File: config.mk
export PLATFORM = sky130hd
export DESIGN_NAME = alu_bitserial_seq
export DESIGN_NICKNAME = d
export VERILOG_FILES = /design/src/rtl/alu_pkg.sv /design/src/rtl/alu_seq_ctrl.sv /design/src/rtl/alu_bitserial_seq.sv
export SDC_FILE = /design/constraint.sdc
export NUM_CORES = 1
export LEC_CHECK = 0
export CORE_MARGIN = 3
export CORE_UTILIZATION = 25
export CTS_CLUSTER_SIZE = 8
export DETAILED_ROUTE_END_ITERATION = 6
export DONT_BUFFER_PORTS = 1
export HOLD_SLACK_MARGIN = 0.05
export PLACE_DENSITY = 0.4
export SYNTH_ARGS = -nofsm -noshare
export SYNTH_HDL_FRONTEND = slang
export SYNTH_SLANG_ARGS = --single-unit
export TNS_END_PERCENT = 30
File: constraint.sdc
create_clock -name clk -period 5.7 [get_ports clk]
set_input_delay 0.855 -clock clk [delete_from_list [all_inputs] [get_ports clk]]
set_output_delay 0.855 -clock clk [all_outputs]
set_load 0.02 [all_outputs]
File: src/rtl/alu_pkg.sv
// Shared op encodings, FSM state type and small op-decode helpers for the
// bit-serial ALU sequencer.
package alu_pkg;

  localparam logic [2:0] OP_AND  = 3'b000;
  localparam logic [2:0] OP_OR   = 3'b001;
  localparam logic [2:0] OP_ADD  = 3'b010;
  localparam logic [2:0] OP_NAND = 3'b011;
  localparam logic [2:0] OP_NOR  = 3'b100;
  localparam logic [2:0] OP_SUB  = 3'b110;
  localparam logic [2:0] OP_SLT  = 3'b111;

  typedef enum logic [1:0] {
    IDLE = 2'd0,
    CMP  = 2'd1,
    RUN  = 2'd2,
    DONE = 2'd3
  } state_e;

  function automatic logic uses_binvert(input logic [2:0] op);
    return (op == OP_SUB) || (op == OP_SLT);
  endfunction

  function automatic logic has_overflow(input logic [2:0] op);
    return (op == OP_ADD) || (op == OP_SUB) || (op == OP_SLT);
  endfunction

endpackage

File: src/rtl/alu_seq_ctrl.sv
// Sequencer FSM and LSB-first bit counter for the bit-serial ALU.
//
// state | meaning
// IDLE  | waiting for start, slice inputs held at 0
// CMP   | SLT pre-pass: a-b run through the slice to derive the less bit
// RUN   | main pass, one result bit per cycle
// DONE  | one-cycle completion pulse, start ignored
module alu_seq_ctrl
  import alu_pkg::*;
#(
  parameter int WIDTH = 32,
  localparam int CW = $clog2(WIDTH)
) (
  input  logic          clk,
  input  logic          rst_n,
  input  logic          start_i,
  input  logic          is_slt_i,
  output state_e        state_o,
  output logic [CW-1:0] bit_o,
  output logic          last_o,
  output logic          accept_o
);

  state_e        state_q, state_d;
  logic [CW-1:0] cnt_q, cnt_d;
  logic          last;

  assign last     = (cnt_q == CW'(WIDTH - 1));
  assign last_o   = last;
  assign state_o  = state_q;
  assign bit_o    = cnt_q;

  always_comb begin
    state_d  = state_q;
    cnt_d    = cnt_q;
    accept_o = 1'b0;
    case (state_q)
      IDLE: begin
        if (start_i) begin
          accept_o = 1'b1;
          cnt_d    = '0;
          state_d  = is_slt_i ? CMP : RUN;
        end
      end
      CMP: begin
        cnt_d = last ? '0 : cnt_q + 1'b1;
        if (last) state_d = RUN;
      end
      RUN: begin
        cnt_d = last ? '0 : cnt_q + 1'b1;
        if (last) state_d = DONE;
      end
      DONE:    state_d = IDLE;
      default: state_d = IDLE;
    endcase
  end

  always_ff @(posedge clk) begin
    if (!rst_n) begin
      state_q <= IDLE;
      cnt_q   <= '0;
    end else begin
      state_q <= state_d;
      cnt_q   <= cnt_d;
    end
  end

endmodule

File: src/rtl/alu_bitserial_seq.sv
// Bit-serial ALU sequencer driving one external 1-bit ALU slice, LSB first.
// Define ALU_SEQ_FLAGS_EN to build the zero/overflow flag registers.
module alu_bitserial_seq
  import alu_pkg::*;
#(
  parameter int WIDTH = 32
) (
  input  logic             clk,
  input  logic             rst_n,
  input  logic             start,
  input  logic [2:0]       op,
  input  logic [WIDTH-1:0] a,
  input  logic [WIDTH-1:0] b,
  output logic             busy,
  output logic             done,
  output logic [WIDTH-1:0] result,
  output logic             carry_out,
  output logic             zero,
  output logic             overflow,
  output logic             alu_a,
  output logic             alu_b,
  output logic             alu_binvert,
  output logic             alu_cin,
  output logic             alu_less,
  output logic [2:0]       alu_op,
  input  logic             alu_result,
  input  logic             alu_cout
);

  localparam int CW = $clog2(WIDTH);

  state_e           state;
  logic [CW-1:0]    bit_idx;
  logic             last, accept, active, first;

  logic [WIDTH-1:0] a_q, b_q, res_sh_q, res_sh_d, result_q;
  logic [2:0]       op_q;
  logic             cout_q, less_q, carry_q;

  alu_seq_ctrl #(.WIDTH(WIDTH)) u_ctrl (
    .clk      (clk),
    .rst_n    (rst_n),
    .start_i  (start),
    .is_slt_i (op == OP_SLT),
    .state_o  (state),
    .bit_o    (bit_idx),
    .last_o   (last),
    .accept_o (accept)
  );

  assign active = (state == CMP) || (state == RUN);
  assign first  = (bit_idx == '0);
  assign busy   = active;
  assign done   = (state == DONE);

  always_comb begin
    alu_a       = 1'b0;
    alu_b       = 1'b0;
    alu_binvert = 1'b0;
    alu_cin     = 1'b0;
    alu_less    = 1'b0;
    alu_op      = 3'b000;
    if (active) begin
      alu_a       = a_q[bit_idx];
      alu_b       = b_q[bit_idx];
      alu_binvert = uses_binvert(op_q);
      alu_cin     = first ? alu_binvert : cout_q;
      alu_op      = (state == CMP) ? OP_SUB : op_q;
      alu_less    = (state == RUN) && (op_q == OP_SLT) && first && less_q;
    end
  end

  always_comb begin
    res_sh_d          = res_sh_q;
    res_sh_d[bit_idx] = alu_result;
  end

  always_ff @(posedge clk) begin
    if (!rst_n) begin
      a_q      <= '0;
      b_q      <= '0;
      op_q     <= '0;
      cout_q   <= 1'b0;
      less_q   <= 1'b0;
      res_sh_q <= '0;
      result_q <= '0;
      carry_q  <= 1'b0;
    end else begin
      if (accept) begin
        a_q  <= a;
        b_q  <= b;
        op_q <= op;
      end
      if (active) cout_q <= alu_cout;
      // signed less-than: sign of a-b corrected by the MSB overflow
      if (state == CMP && last) less_q <= alu_result ^ (alu_cin ^ alu_cout);
      if (state == RUN) begin
        res_sh_q <= res_sh_d;
        if (last) begin
          result_q <= res_sh_d;
          carry_q  <= alu_cout;
        end
      end
    end
  end

  assign result    = result_q;
  assign carry_out = carry_q;

`ifdef ALU_SEQ_FLAGS_EN
  logic zero_q, ovf_q;

  always_ff @(posedge clk) begin
    if (!rst_n) begin
      zero_q <= 1'b0;
      ovf_q  <= 1'b0;
    end else if (state == RUN && last) begin
      zero_q <= (res_sh_d == '0);
      ovf_q  <= has_overflow(op_q) && (alu_cin ^ alu_cout);
    end
  end

  assign zero     = zero_q;
  assign overflow = ovf_q;
`else
  assign zero     = 1'b0;
  assign overflow = 1'b0;
`endif

endmodule
# Word-level counts from Yosys, hierarchy flattened
# Index checks and enable logic that the tools add are counted.
[totals]
reg_bits = 141
inputBits = 72
wordCells = 64
[op_classes]
addsub = 1
n_lt_le_gt_ge = 2
eq_ne = 10
n_mux = 25
bitwise = 2
n_reduce_logical = 14
[ops]
columns = ["cell", "n"]
rows = [
  ["32-bit bitwise mux", 1],
  ["1-bit two-way mux", 11],
  ["1-bit binary-select mux with 5-bit select", 2],
  ["5-bit two-way mux", 2],
  ["5-bit one-hot mux with 2 select lines", 1],
  ["3-bit equality test (second input constant)", 3],
  ["2-bit two-way mux", 4],
  ["2-bit one-hot mux with 4 select lines", 1],
  ["5-bit by 6-bit < comparator with 1-bit output (second input constant)", 1],
  ["3-bit two-way mux", 2],
  ["2-bit inequality test (second input constant)", 3],
  ["5-bit by 1-bit adder with 5-bit output (second input constant)", 1],
  ["1-bit demux with 5-bit select", 1],
  ["5-bit equality test (second input constant)", 1],
  ["5-bit by 1-bit greater-or-equal comparator with 1-bit output (second input constant)", 1],
  ["1-bit logical AND", 5],
  ["5-bit logical NOT", 1],
  ["2-bit equality test (second input constant)", 2],
  ["2-bit AND reduction", 2],
  ["3-bit AND reduction", 1],
  ["2-bit by 1-bit equality test with 1-bit output (second input constant)", 1],
  ["2-bit logical NOT", 1],
  ["1-bit logical OR", 2],
  ["2-bit nonzero test", 1],
  ["2 further kinds", 3],
]

# Depth between registers and ports, before layout
# Gate-level depths: netlist of run 1.
[logic_depth]
word_depth = 6
mapped_depth = 9
depth_no_buf = 7

# Hierarchy
# Synthesis of run 1 repeated with hierarchy kept, for this count alone.
[hier_totals]
hier_cells = 668
area_unflattened_um2 = 6647.6
[by_module_without_submodules]
columns = ["module", "instances", "cells_each", "area_per_inst_um2", "seq_area_each_um2"]
rows = [
  ["alu_bitserial_seq", 1, 621, 6227.2, 2682.6],
  ["alu_seq_ctrl", 1, 47, 420.4, 140.1],
]

# Worst setup path before layout of run 1
# No wires, ideal clock.
[synth_path]
path_kind = "flip-flop to output port"
from = "reg u_ctrl.cnt_q[0] (netlist: u_ctrl.bit_o[0])"
to = "out alu_cin"
arrival_time_ns = 1.852
t_required_ns = 4.845
slack_ns = 2.993
path_stages_with_launch = 8
n_path_buf = 2
path_cell_list = "dfxtp_1 buf_2 clkbuf_1 inv_1 ha_1 nor4b_2 mux2i_1 nor2_1"
[synth_via]
elab_chain_cells = 3
[synth_rtl]
columns = ["item", "line", "text"]
rows = [
  ["start, declared", "alu_seq_ctrl.sv:25", "logic [CW-1:0] cnt_q, cnt_d;"],
  ["start signal, assigned", "alu_seq_ctrl.sv:64", "cnt_q <= cnt_d;"],
  ["5-bit logical NOT", "alu_bitserial_seq.sv:52", "assign first = (bit_idx == '0);"],
  ["1-bit two-way mux", "alu_bitserial_seq.sv:67", "alu_cin = first ? alu_binvert : cout_q;"],
  ["1-bit two-way mux", "alu_bitserial_seq.sv:63", "if (active) begin"],
  ["end, declared", "alu_bitserial_seq.sv:23", "output logic alu_cin,"],
]
# Every way passes these cells.

# Worst setup path after layout of run 1
[layout_path]
from = "reg u_ctrl.cnt_q[0] (netlist: u_ctrl.bit_o[0])"
to = "out alu_a"
[layout_via]
elab_chain_cells = 3
[layout_rtl]
columns = ["item", "line", "text"]
rows = [
  ["1-bit binary-select mux with 5-bit select", "alu_bitserial_seq.sv:64", "alu_a = a_q[bit_idx];"],
  ["1-bit two-way mux (not written as such)", "alu_bitserial_seq.sv:64", ""],
  ["1-bit two-way mux", "alu_bitserial_seq.sv:63", ""],
  ["end, declared", "alu_bitserial_seq.sv:20", "output logic alu_a,"],
]
# Every way passes these cells. The select of a mux whose other input is x is not followed.

==> impl_metrics.json, run 1 <==
{
  "synthArstFlopShare_pct": 0,
  "firstDrtPassIters": 5,
  "drt.antenna.violating_nets": 0,
  "dp_cells": 1002,
  "die_area_mm2": 0.0274,
  "n_antenna_cell": 0,
  "cts_buffers": 17,
  "die_h_um": 165,
  "nNetsFinal": 778,
  "drive_gt1_share_pct": 6.64,
  "ys_seq_elements": 141,
  "relSlewSlack_pct": 16.1,
  "n_fill_cell": 2665,
  "wl_per_cell_um": 17.2,
  "pin_count": 117,
  "grt-ovfl-total": 0,
  "cts_hold_buf": 0,
  "grt_pass1_vias": 4953,
  "power.leakage_nw": 2.34,
  "timing.final.crit_share_pct": 63.1,
  "die_w_um": 165,
  "cts_sinks": 141,
  "via_count": 4892,
  "cts_max_level": 4,
  "cp-start-kind": "register",
  "regArea_mm2": 0.00282,
  "grt.total_usage_pct": 13.2,
  "cts_resized": 0,
  "fmax_ghz": 0.278,
  "avgSynthCellArea_um2": 8.59,
  "grt_pass1_wl_um": 27600,
  "end_kind": "output port",
  "core_mm2": 0.0247,
  "path_max_fanout": 21,
  "wl_um": 17800,
  "via_per_inst": 4.74,
  "ys_dominant_reg_cell": "dfxtp_1",
  "slew_viol_final": 0,
  "critPathKind": "reg -> out",
  "postCtsSetupBuffers": 0,
  "setup_tns_ns": 0,
  "rows": 57,
  "final_cell_mix": "nand2_1, dfxtp_1, nor2_1",
  "clock_latency_ns": 0.41,
  "clkTransAtPathRegs_ns": 0.06,
  "synthesis.area_mm2": 0.00635,
  "status": "finished, final reports clean",
  "finalClockSkew_ns": 0.0105,
  "drc_errors": 0,
  "final_common_cell": "nand2_1",
  "crit_required_ns": 4.85,
  "cts-root-buf": "clkbuf_16",
  "setup_viol": 0,
  "clockBufferDepth": 2,
  "drtIter0Drc": 282,
  "area_growth_pct": 12.0,
  "yosysSeqAreaShare_pct": 44.4,
  "cap_violations": 0,
  "grt_max_degree": 76,
  "synth_warnings": 0,
  "hold_class": "reg -> reg",
  "vdd_ir_drop_max_v": 0.000158,
  "synth_edf_count": 0,
  "p_per_area_mw_per_mm2": 463,
  "io_buffers": 0,
  "period_minus_slack_ns": 3.60,
  "postLayoutCoreUtil_pct": 28.8,
  "place_congestion": 0.730,
  "finalHoldViolCount": 0,
  "worst_pin_slew_ns": 1.25,
  "grt_antenna_before_repair": 0,
  "hpwl_um": 12400,
  "start_util_pct": 25.7,
  "syn_inst": 739,
  "cts_tree": "built",
  "rsz0062_at_grt": "no",
  "r2r_slack_ns": 2.49,
  "stdcell_count": 1032,
  "synth_cell_types": 45,
  "multi_input_area_mm2": 0.00322,
  "crit_arrival_ns": 2.74
}
==> where the power goes <==
part,internal (W),switching (W),total (W)
Clock,0.000696,0.000417,0.00111
Sequential,0.00116,0.000120,0.00128
Combinational,0.000320,0.000577,0.000897
==> cell families (layout without fill, tap and decap cells) <==
family	after synthesis	count (layout)	share of synthesized area, %
xor gates and xnor gates	1	1	0.138
buffers and inverters	79	47	5.14
adders and majority gates	9	9	1.77
AOI/OAI and AO/OA	186	186	21.3
DFF	141	141	44.4
muxes	46	46	8.87
and+or+nand+nor	276	276	18.2
other	1	2	0.0590
==> synth_stat cells, types with 12 or more instances <==
master,instances,area [um^2]
nand2_1,150,563
dfxtp_1,141,2820
nor2_1,82,308
a21boi_0,67,503
a211oi_1,59,443
clkbuf_1,43,161
mux2i_1,36,360
o21ai_0,20,100
inv_1,13,48.8
buf_2,12,60.1
nor2b_1,12,75.1
o31a_1,12,105
==> per-stage QoR <==
step	total power, W	hold WS, ns	cell area [um^2]	worst slack, ns
6_report	0.00329	0.460	7110	2.10
5_1_grt	0.00351	0.486	7110	1.93
4_1_cts	0.00336	0.464	7110	2.03
3_5_place_dp	0.00222	0.456	6520	2.43
3_3_place_gp	0.00220	0.453	6520	2.47
2_1_floorplan	0.00199	0.433	6350	2.99
==> cell type report <==
type / count / share of cell area, %
clock buffer: 20 / 6.28
clock inverter: 10 / 1.99
inverter: 14 / 0.739
multi-input combinational: 520 / 45.3
sequential: 141 / 39.7
tap: 324 / 5.70
timing repair buffer: 3 / 0.317
==> final timing paths <==
kind | startpoint | end | cells past startpoint
setup / recovery | u_ctrl.bit_o[0] | alu_a | 4
hold / removal | a_q[17] | a_q[17] | 2
setup reg to reg | u_ctrl.bit_o[0] | result[29] | 8
hold reg to reg | a_q[17] | a_q[17] | 2
==> worst max-delay path, stage by stage, from the launching register on <==
cell and delay (ns):
dfxtp_1 0.98, mux4_2 0.61, a22o_1 0.25, a211oi_1 0.21
a31oi_1 0.28
==> sequential cells by signal (all words and copies together), names as in the netlist <==
name and cells:
u_ctrl.state_o 2, op_q 3, a_q 32, res_sh_q 32, cout_q 1, result 32, u_ctrl.bit_o 5, less_q 1
carry_out 1, b_q 32
==> metal layers <==
metal,global-route usage [%],share of wire [%]
met1,16.7,45
met2,21.7,48
met3,4.04,5.8
met4,4.05,1.3
met5,0,0
(Power assumes the default switching activity.)
==> run 2: changes to the inputs <==
Clock period 5.7 ns to 3.5 ns, I/O delays scaled along.
==> impl_metrics.json, run 2 (synthesis gave the netlist of run 1 again) <==
{
  "status": "finished, final reports clean",
  "slew_viol_final": 0,
  "r2r_slack_ns": 1.12,
  "rows": 57,
  "cts_max_level": 4,
  "period_minus_slack_ns": 3.23,
  "clockBufferDepth": 2,
  "core_mm2": 0.0247,
  "holdPathEnd": "op_q[1]",
  "finalClockSkew_ns": 0.00863,
  "r2r-end": "result[6]",
  "die_h_um": 165,
  "hpwl_um": 12500,
  "cp-start-kind": "register",
  "setup_viol": 0,
  "grt_max_degree": 76,
  "worst_pin_slew_ns": 1.11,
  "crit_arrival_ns": 2.70,
  "timing.final.crit_share_pct": 92.2,
  "reg2regPathDepth": 8,
  "grt_pass1_vias": 4981,
  "critPathKind": "reg -> out",
  "die_area_mm2": 0.0274,
  "end_kind": "output port",
  "cts_sinks": 141,
  "grt_antenna_before_repair": 0,
  "clock_latency_ns": 0.42,
  "grt_pass1_wl_um": 27900,
  "n_antenna_cell": 0,
  "start_util_pct": 25.7,
  "final_cell_mix": "nand2_1, dfxtp_1, nor2_1",
  "cts_resized": 0,
  "reg2reg_from": "u_ctrl.bit_o[0]",
  "path_max_fanout": 13,
  "hold_class": "in -> reg",
  "postCtsSetupBuffers": 0,
  "rsz0062_at_grt": "no",
  "grt-ovfl-total": 0,
  "die_w_um": 165,
  "power.leakage_nw": 2.39,
  "cts_hold_buf": 0,
  "firstDrtPassIters": 4,
  "clkTransAtPathRegs_ns": 0.06,
  "vdd_ir_drop_max_v": 0.000361,
  "area_growth_pct": 13.2,
  "cap_violations": 0,
  "finalHoldViolCount": 0,
  "pin_count": 117,
  "nNetsFinal": 783,
  "via_per_inst": 4.75,
  "grt.total_usage_pct": 13.4,
  "crit_required_ns": 2.97,
  "drt.antenna.violating_nets": 0,
  "wl_per_cell_um": 17.2,
  "place_congestion": 0.733,
  "final_common_cell": "nand2_1",
  "cts_tree": "built",
  "cts_buffers": 17,
  "whs_path_depth": 2,
  "postLayoutCoreUtil_pct": 29.1,
  "relSlewSlack_pct": 26.0,
  "drtIter0Drc": 286,
  "p_per_area_mw_per_mm2": 769,
  "wl_um": 17900,
  "setup_tns_ns": 0,
  "via_count": 4926,
  "fmax_ghz": 0.310,
  "drc_errors": 0,
  "min_from": "op[1]",
  "io_buffers": 0,
  "drive_gt1_share_pct": 7.56,
  "power_w": 0.00553,
  "cts-root-buf": "clkbuf_16"
}
## run 2: cell type report
class                           instances  area, um^2
Sequential cell                       141        2820
Timing Repair Buffer                    8        60.1
Clock inverter                         12         185
Fill cell                            2671       17500
Clock buffer                           19         443
Tap cell                              324         405
Multi-Input combinational cell        520        3220
Inverter                               14        52.6
## run 2: per-layer routing
| layer | wire length [um] | track usage [%] | part of all wire, % |
|---|---|---|---|
| met4 | 252 | 4.05 | 1.4 |
| met1 | 8250 | 17.4 | 46 |
| met5 | 0 | 0 | 0 |
| met3 | 1080 | 3.97 | 6.0 |
| met2 | 8290 | 21.4 | 46 |
## run 2: report_power, final
group	switching [W]	leakage, nW	internal, W
sequential	0.000152	1.15	0.00189
combinational	0.000994	0.932	0.000540
clock	0.000734	0.304	0.00122
total	0.00188	2.39	0.00365
## run 2: worst max-delay path, cell delays in order, from the launching register on
cell	delay [ns]
dfxtp_1	0.55
or3b_1	0.62
or3_1	0.41
and4_1	0.20
a31oi_1	0.30
buf_4	0.22
## run 2: worst max-delay path by stage
stage,startpoint,endpoint,slack [ns],cells past startpoint
3_5_place_dp,u_ctrl.bit_o[4],alu_b,0.78,5
6_report,u_ctrl.bit_o[4],alu_b,0.27,5
4_1_cts,u_ctrl.bit_o[4],alu_b,0.31,5
3_3_place_gp,u_ctrl.bit_o[4],alu_b,0.84,5
5_1_grt,u_ctrl.bit_o[4],alu_b,0.20,5
2_1_floorplan,u_ctrl.bit_o[0],alu_cin,1.12,7
## run 2: stage by stage
| stage | setup slack [ns] | instance area [um^2] | cells | hold WS, ns |
|---|---|---|---|---|
| detailed placement | 0.777 | 6560 | 1007 | 0.456 |
| floorplan | 1.12 | 6350 | 740 | 0.433 |
| finish | 0.274 | 7190 | 1038 | 0.235 |
| global placement | 0.842 | 6560 | 1007 | 0.451 |
| CTS | 0.314 | 7190 | 1038 | 0.216 |
| global route | 0.196 | 7190 | 1038 | 0.215 |
